**src/rtl/nibble_serial_subtractor_pkg.sv**
```systemverilog
// sub_pkg: shared nibble width, FSM state type and nibble-count helper for the serial subtractor
package sub_pkg;
   localparam int NIBBLE_W = 4;
   typedef enum logic [1:0] {IDLE, RUN, DONE} state_t;
   function automatic int nibble_count(input int width);
      return width / NIBBLE_W;
   endfunction
endpackage

```
**src/rtl/nibble_serial_subtractor_nibble.sv**
```systemverilog
// sub_nibble: combinational 4-bit borrow-ripple subtract slice
//  a4, b4 : nibble operands      bi : borrow in
//  d4     : a4 - b4 - bi         bo : borrow out of bit 3
//  b3     : borrow into bit 3, used for signed overflow on the top slice
module sub_nibble (
   input  logic [3:0] a4,
   input  logic [3:0] b4,
   input  logic       bi,
   output logic [3:0] d4,
   output logic       bo,
   output logic       b3
);
   assign d4 = a4 - b4 - {3'b0, bi};
   assign bo = {1'b0, a4} < {1'b0, b4} + {4'b0, bi};
   assign b3 = {1'b0, a4[2:0]} < {1'b0, b4[2:0]} + {3'b0, bi};
endmodule

```
**src/rtl/nibble_serial_subtractor.sv**
```systemverilog
// nibble_serial_subtractor: diff = a - b - bin over WIDTH bits, one nibble per clock
//  clk, rst (sync, active-high)
//  in_valid/in_ready, a, b, bin      : operand handshake
//  out_valid/out_ready, diff, bout   : result handshake
//  zero, ovf                         : present only when SUB_FLAGS_EN is defined
module nibble_serial_subtractor
   import sub_pkg::*;
#(
   parameter int WIDTH = 16
) (
   input  logic             clk,
   input  logic             rst,
   input  logic             in_valid,
   output logic             in_ready,
   input  logic [WIDTH-1:0] a,
   input  logic [WIDTH-1:0] b,
   input  logic             bin,
   output logic             out_valid,
   input  logic             out_ready,
   output logic [WIDTH-1:0] diff,
`ifdef SUB_FLAGS_EN
   output logic             zero,
   output logic             ovf,
`endif
   output logic             bout
);
   localparam int NIBBLES = nibble_count(WIDTH);
   localparam int IW = $clog2(NIBBLES);
   localparam logic [IW-1:0] LAST = IW'(NIBBLES - 1);
   state_t state;
   logic [WIDTH-1:0] a_r, b_r, res, res_n;
   logic [IW-1:0] idx;
   logic br, bo;
   logic [3:0] d4;
`ifdef SUB_FLAGS_EN
   logic b3;
`endif
   assign in_ready  = state == IDLE;
   assign out_valid = state == DONE;
   sub_nibble u_slice (
      .a4(a_r[NIBBLE_W*idx +: NIBBLE_W]),
      .b4(b_r[NIBBLE_W*idx +: NIBBLE_W]),
      .bi(br),
      .d4(d4),
      .bo(bo),
`ifdef SUB_FLAGS_EN
      .b3(b3)
`else
      .b3()
`endif
   );
   // res accumulates the in-flight result so diff only changes on entry to DONE
   always_comb begin
      res_n = res;
      res_n[NIBBLE_W*idx +: NIBBLE_W] = d4;
   end
   always_ff @(posedge clk) begin
      if (rst) begin
         state <= IDLE;
         diff  <= '0;
         bout  <= 1'b0;
`ifdef SUB_FLAGS_EN
         zero  <= 1'b0;
         ovf   <= 1'b0;
`endif
      end else begin
         unique case (state)
            IDLE: if (in_valid) begin
               a_r   <= a;
               b_r   <= b;
               br    <= bin;
               idx   <= '0;
               state <= RUN;
            end
            RUN: begin
               res <= res_n;
               br  <= bo;
               idx <= idx + IW'(1);
               if (idx == LAST) begin
                  diff  <= res_n;
                  bout  <= bo;
`ifdef SUB_FLAGS_EN
                  zero  <= ~|res_n;
                  ovf   <= b3 ^ bo;
`endif
                  state <= DONE;
               end
            end
            DONE: if (out_ready) state <= IDLE;
            default: state <= IDLE;
         endcase
      end
   end
endmodule

```
**config.mk**
```make
export PLATFORM = sky130hd
export DESIGN_NAME = nibble_serial_subtractor
export DESIGN_NICKNAME = d
export VERILOG_FILES = /design/src/rtl/nibble_serial_subtractor_pkg.sv /design/src/rtl/nibble_serial_subtractor_nibble.sv /design/src/rtl/nibble_serial_subtractor.sv
export SDC_FILE = /design/constraint.sdc
export NUM_CORES = 1
export LEC_CHECK = 0
export ABC_AREA = 1
export BUFFER_PORTS_ARGS = -buffer_cell sky130_fd_sc_hd__buf_2
export CAP_MARGIN = 10
export CELL_PAD_IN_SITES_DETAIL_PLACEMENT = 1
export CELL_PAD_IN_SITES_GLOBAL_PLACEMENT = 1
export CORE_MARGIN = 4
export CORE_UTILIZATION = 35
export CTS_CLUSTER_DIAMETER = 200
export DETAILED_ROUTE_END_ITERATION = 7
export GPL_ROUTABILITY_DRIVEN = 0
export GPL_TIMING_DRIVEN = 0
export PLACE_DENSITY = 0.72
export SLEW_MARGIN = 40
export SYNTH_ARGS = -nofsm -noshare
export SYNTH_HDL_FRONTEND = slang
export SYNTH_HIERARCHICAL = 1
export SYNTH_SLANG_ARGS = --single-unit
```
**constraint.sdc**
```tcl
create_clock -name clk -period 2.5 [get_ports clk]
set_input_delay 0 -clock clk [delete_from_list [all_inputs] [get_ports clk]]
set_output_delay 0 -clock clk [all_outputs]
set_load 0.02 [all_outputs]
```
==> results of run 1 <==
## cell type report
cell class	instances	area, sq um
sequential	70	1910
tap	129	161
multi-input combinational	221	1470
clock buffer	10	128
clock inverter	6	110
timing repair buffer	117	861
fill	1045	4320
buffer	9	111
inverter	65	254
## cell usage in the layout (no fill, tap or decap), types with 2 or more instances in the layout
cell type and count:
nand2_1 74, inv_1 54, clkbuf_8 9, buf_4 23, a21oi_1 17, ha_4 3, nor2_4 11, nor2_2 4
nand2_2 13, bufinv_16 3, nor2_1 22, edfxtp_1 51, o22ai_2 8, clkinvlp_4 2, buf_6 4, o21ai_0 11
o21ai_1 4, nand3_2 17, inv_2 8, fa_2 2, nand3_1 11, buf_12 2, buf_8 3, clkbuf_1 2
nand4_1 4, dlygate4sd3_1 36, inv_4 2, dfxtp_1 19, ha_1 12, buf_2 56
## per-layer routing
layer / global-route usage / up-vias / part of all wire
met5: 0 / - / 0
met4: 0.0583 / 0 / 0.023
met3: 0.0461 / 21 / 0.037
met2: 0.329 / 71 / 0.54
met1: 0.212 / 1472 / 0.40
li1: - / 1438 / -
## worst register-to-register path, delay by kind of cell (launching register included)
| kind | cells | cell delay (ns) |
|---|---|---|
| adders and majority gates | 3 | 0.64 |
| and+or+nand+nor | 6 | 0.62 |
| DFF | 1 | 0.47 |
| buffers and inverters | 3 | 0.43 |
| AOI/OAI and AO/OA | 2 | 0.24 |
| xor gates and xnor gates | 1 | 0.12 |
## through the flow
step                area (sq um)  hold slack [ns]   util  setup TNS (ns)  cells
finish                      5000           0.0269  0.537           -4.59    627
global route                5000           0.0534  0.537           -7.54    627
CTS                         4770           0.0269  0.511          -0.460    619
detailed placement          3840            0.179  0.412           -9.86    549
global placement            3820            0.177  0.409          -16.26    548
floorplan                   3390           0.0989      -               0    365
## power by group through the flow
stage / logic [uW] / registers [uW] / clock network (uW)
5_1_grt: 926 / 1340 / 1200
2_1_floorplan: 320 / 1370 / 0
3_5_place_dp: 487 / 1360 / 0
6_report: 854 / 1340 / 1110
3_3_place_gp: 456 / 1360 / 0
4_1_cts: 673 / 1330 / 1120
## registers in the layout, summed over array words and instances, names as in the netlist
signal  count
idx         2
bout        1
diff       16
a_r        16
state       2
br          1
b_r        16
res        16
## worst paths after layout
path                            depth (start not counted)  endpoint  startpoint  slack [ns]
worst max-delay path                                   15        br      idx[0]       -0.24
worst min register to register                          2      bout        bout        0.48
worst min-delay path                                    4  diff[13]         rst        0.03
worst max register to register                         15        br      idx[0]       -0.24
## repair_timing
item,4_1_cts,5_1_grt
hold buffers,36,0
resized for setup,49,43
setup endpoints to repair,30,30
hold endpoints to repair,36,0
pin swaps,22,25
buffers inserted,18,8
==> flow_summary.ini, run 1 <==
[timing]
fmax_mhz = 365
skew_ns = 0.00978
relSlewSlack = 0.676
setup_ws_ns = -0.242
finalSetupViolations = 26
fin_crit_ns = 2.74
period_share = 1.10
hold_viol_final = 0
slew_viol_final = 0
worst_slew_pin_slew_ns = 0.486
grt_setup_unrepaired = true

[floorplanning]
dieHeight_um = 106
die_area_sq_um = 11300
rows = 35
die_w_um = 106
core_sq_um = 9330
ios = 56
initial_core_util = 0.362

[clocking]
h-tree-depth = 3
cts.root.buffer_cell = clkbuf_8
cts_buffers = 9
cts.sinks = 70
clockBufferDepth = 2
clk_pin_slew_ns = 0.08
cts_tree = yes
worst_skew_pair.late_latency_ns = 0.36

[placed_design]
portBuffers = 54
hpwl_mm = 5.76
dp_slack_ns = -0.489

[critical_path]
critPathCaptureType = register
crit_slowest_cell = edfxtp_1
worst-path-buf-inv = 3
path_class = reg2reg
crit_path_start_kind = register
path_max_fanout = 4
worst_ep_arrival_time_ns = 2.86
worstPathRequired_ns = 2.62
crit_path_cell_trace = inv_2 > buf_8 > o21ai_4 > o22ai_2 > buf_4 > ha_4 > ha_4 > xnor2_1 > ha_1 > nand2_1 > nand3b_1 > nor2_2 > nor2_4 > nand2_1 > nand2_1
cp_common_cell = nand2_1
max_stage_delay_ns = 0.47
cp_top_family = adder cells

[pwr]
p_comb_frac = 0.258
power.share.clock = 0.337
p_switching_uw = 964
switching_share = 0.292
p_per_area_nw_per_um2 = 660
p_int_uw = 2340
p_leak_uw = 0.00222
peakVddDrop_uv = 317
total_power_uw = 3300
pwr-share-seq = 0.404

[synthesis]
syn_nets = 419
synthesis.area_sq_um = 3370
synth.avg_cell_area_sq_um = 9.24
yosysWarnings = 6
synthesis.instances = 365

[route]
detail_route.iter0.violations = 158
wirelength_mm = 10.4
route.detailed.drc = 0
wl_per_cell_um = 16.5
first_pass_iters = 4
antenna_left = 0
vias = 3002
via_per_inst = 4.79

[global_routing]
grt_max_degree = 23
grt.total_usage = 0.183
overflow = 0
grt_antenna_before_repair = 0
grt_pass1_vias = 3155
grt_pass1_wl_mm = 15.9

[layout]
drive_gt1_frac = 0.355
diodes = 0
areaGrowthSynthToFinish_pct = 48.4
num-nets-final = 547

[status]
violations = setup timing
status = finished, violations left

[job]
max_cap_violations = 0

[worst_hold_path]
min_path_type = in2reg
Note: power is estimated with default switching activity, not from simulation.
==> inputs of run 2 (changes only) <==
--- a/config.mk
+++ b/config.mk
@@ -16,7 +16,7 @@
 export DETAILED_ROUTE_END_ITERATION = 7
 export GPL_ROUTABILITY_DRIVEN = 0
 export GPL_TIMING_DRIVEN = 0
-export PLACE_DENSITY = 0.72
+export PLACE_DENSITY = 0.69
 export SLEW_MARGIN = 40
 export SYNTH_ARGS = -nofsm -noshare
 export SYNTH_HDL_FRONTEND = slang
==> constraint.sdc (replaced) <==
create_clock -name clk -period 3.15 [get_ports clk]
set_input_delay 0 -clock clk [delete_from_list [all_inputs] [get_ports clk]]
set_output_delay 0 -clock clk [all_outputs]
set_load 0.02 [all_outputs]
==> flow_summary.ini, run 2 (synthesis gave the netlist of run 1 again) <==
[layout]
areaGrowthSynthToFinish_pct = 34.1
num-nets-final = 526
n_fill_cell = 1091
fin_cells = 606
layout_commonest_cell = nand2_1
drive_gt1_frac = 0.201
final_cell_mix = nand2_1, inv_1, buf_2, edfxtp_1, dlygate4sd3_1
diodes = 0

[critical_path]
crit_path_cell_trace = buf_6 > clkbuf_4 > nor2_1 > o22ai_2 > inv_1 > fa_1 > ha_1 > nand2_1 > nand3_1 > inv_1 > nand3_1 > nand2_1 > nand2_1 > nor2_1 > nand2_1 > nand3_1 > nand2_1 > inv_1
r2r_start = idx[0]
crit_slowest_cell = edfxtp_1
crit_path_start_kind = register
r2r_slack_ns = 0.29
r2r_cells = 18
critPathLaunch = idx[0]
critPathCaptureType = register
path_class = reg2reg
cp_common_cell = nand2_1
max_stage_delay_ns = 0.47
worstPathRequired_ns = 3.46
path_max_fanout = 10
r2r_end = diff[15]
worst_ep_arrival_time_ns = 3.17

[job]
max_cap_violations = 0

[timing]
skew_ns = 0.00645
finalSetupViolations = 0
timing.hold.ws_ns = 0.0387
fin_crit_ns = 2.86
slew_viol_final = 0
relSlewSlack = 0.668
fmax_mhz = 349
worst_slew_pin_slew_ns = 0.496
hold_viol_final = 0
period_share = 0.909

[clocking]
cts_buffers = 9
clockBufferDepth = 2
cts.root.buffer_cell = clkbuf_8
worst_skew_pair.late_latency_ns = 0.35
cts_tree = yes
clk_pin_slew_ns = 0.08
cts.sinks = 70
h-tree-depth = 3

[route]
wl_per_cell_um = 14.1
antenna_left = 0
wirelength_mm = 8.53
via_per_inst = 4.56
detail_route.iter0.violations = 104
route.detailed.drc = 0
vias = 2766
first_pass_iters = 4

[global_routing]
grt_pass1_vias = 2967
grt.total_usage = 0.160
grt_antenna_before_repair = 0
grt_max_degree = 24
overflow = 0
grt_pass1_wl_mm = 14.0

[floorplanning]
die_w_um = 106
die_area_sq_um = 11300
core_sq_um = 9330
initial_core_util = 0.362
ios = 56
rows = 35
dieHeight_um = 106

[pwr]
p_per_area_nw_per_um2 = 541
peakVddDrop_uv = 251
p_leak_uw = 0.00207
total_power_uw = 2450

[worst_hold_path]
hold_start = rst
hold_end = diff[12]
worstHoldPathCells = 4
min_path_type = in2reg

[placed_design]
hpwl_mm = 5.75
portBuffers = 54
place_inst = 549

[status]
status = completed
## run 2: layer usage
layer  GRT usage  part of all wire
met2       0.284              0.51
met5           0                 0
met4      0.0675             0.019
met1       0.182              0.44
met3      0.0383             0.036
## run 2: area by class of cell
cell class	instances	area [sq um]	share of cell area
inverters	65	253	0.0559
clock buffers	9	124	0.0274
plain buffers	9	77.6	0.0172
repair buffers	96	683	0.151
clock inverters	7	136	0.0302
well taps	129	161	0.0357
flip-flops and latches	70	1910	0.423
multi-input cells	221	1180	0.260
## run 2: critical path: cells and delay by family, from the launching register on
family	cells	cell delay [ns]
buf+inv	5	0.62
fa+ha+maj	2	0.72
compound gates	1	0.14
flops	1	0.47
simple gates	10	0.86
## run 2: timing repair
item	in CTS	in global routing
hold buffers	36	0
hold endpoints to repair	36	0
buffers inserted	0	5
resized for setup	3	13
gates cloned	0	0
setup endpoints to repair	17	24
## run 2: worst max path at each step
stage	to	depth (start not counted)
2_1_floorplan	res[7]	16
3_3_place_gp	diff[15]	18
3_5_place_dp	diff[15]	18
4_1_cts	diff[15]	18
5_1_grt	diff[7]	18
6_report	diff[15]	18
## run 2: metrics by stage
step	area [sq um]	setup slack, ns	TNS, ns	utilization
2_1_floorplan	3370	0.480	0	-
3_3_place_gp	3800	-0.0404	-0.134	0.408
3_5_place_dp	3830	-0.112	-0.667	0.411
4_1_cts	4460	0.0255	0	0.478
5_1_grt	4520	-0.0152	-0.0152	0.485
6_report	4520	0.288	0	0.485
## run 2: power by group
| group | switching [uW] | leakage [uW] | internal [uW] |
|---|---|---|---|
| registers | 16.3 | 0.000629 | 1040 |
| logic | 264 | 0.00131 | 171 |
| clock network | 353 | 0.000127 | 602 |
| total | 634 | 0.00207 | 1810 |
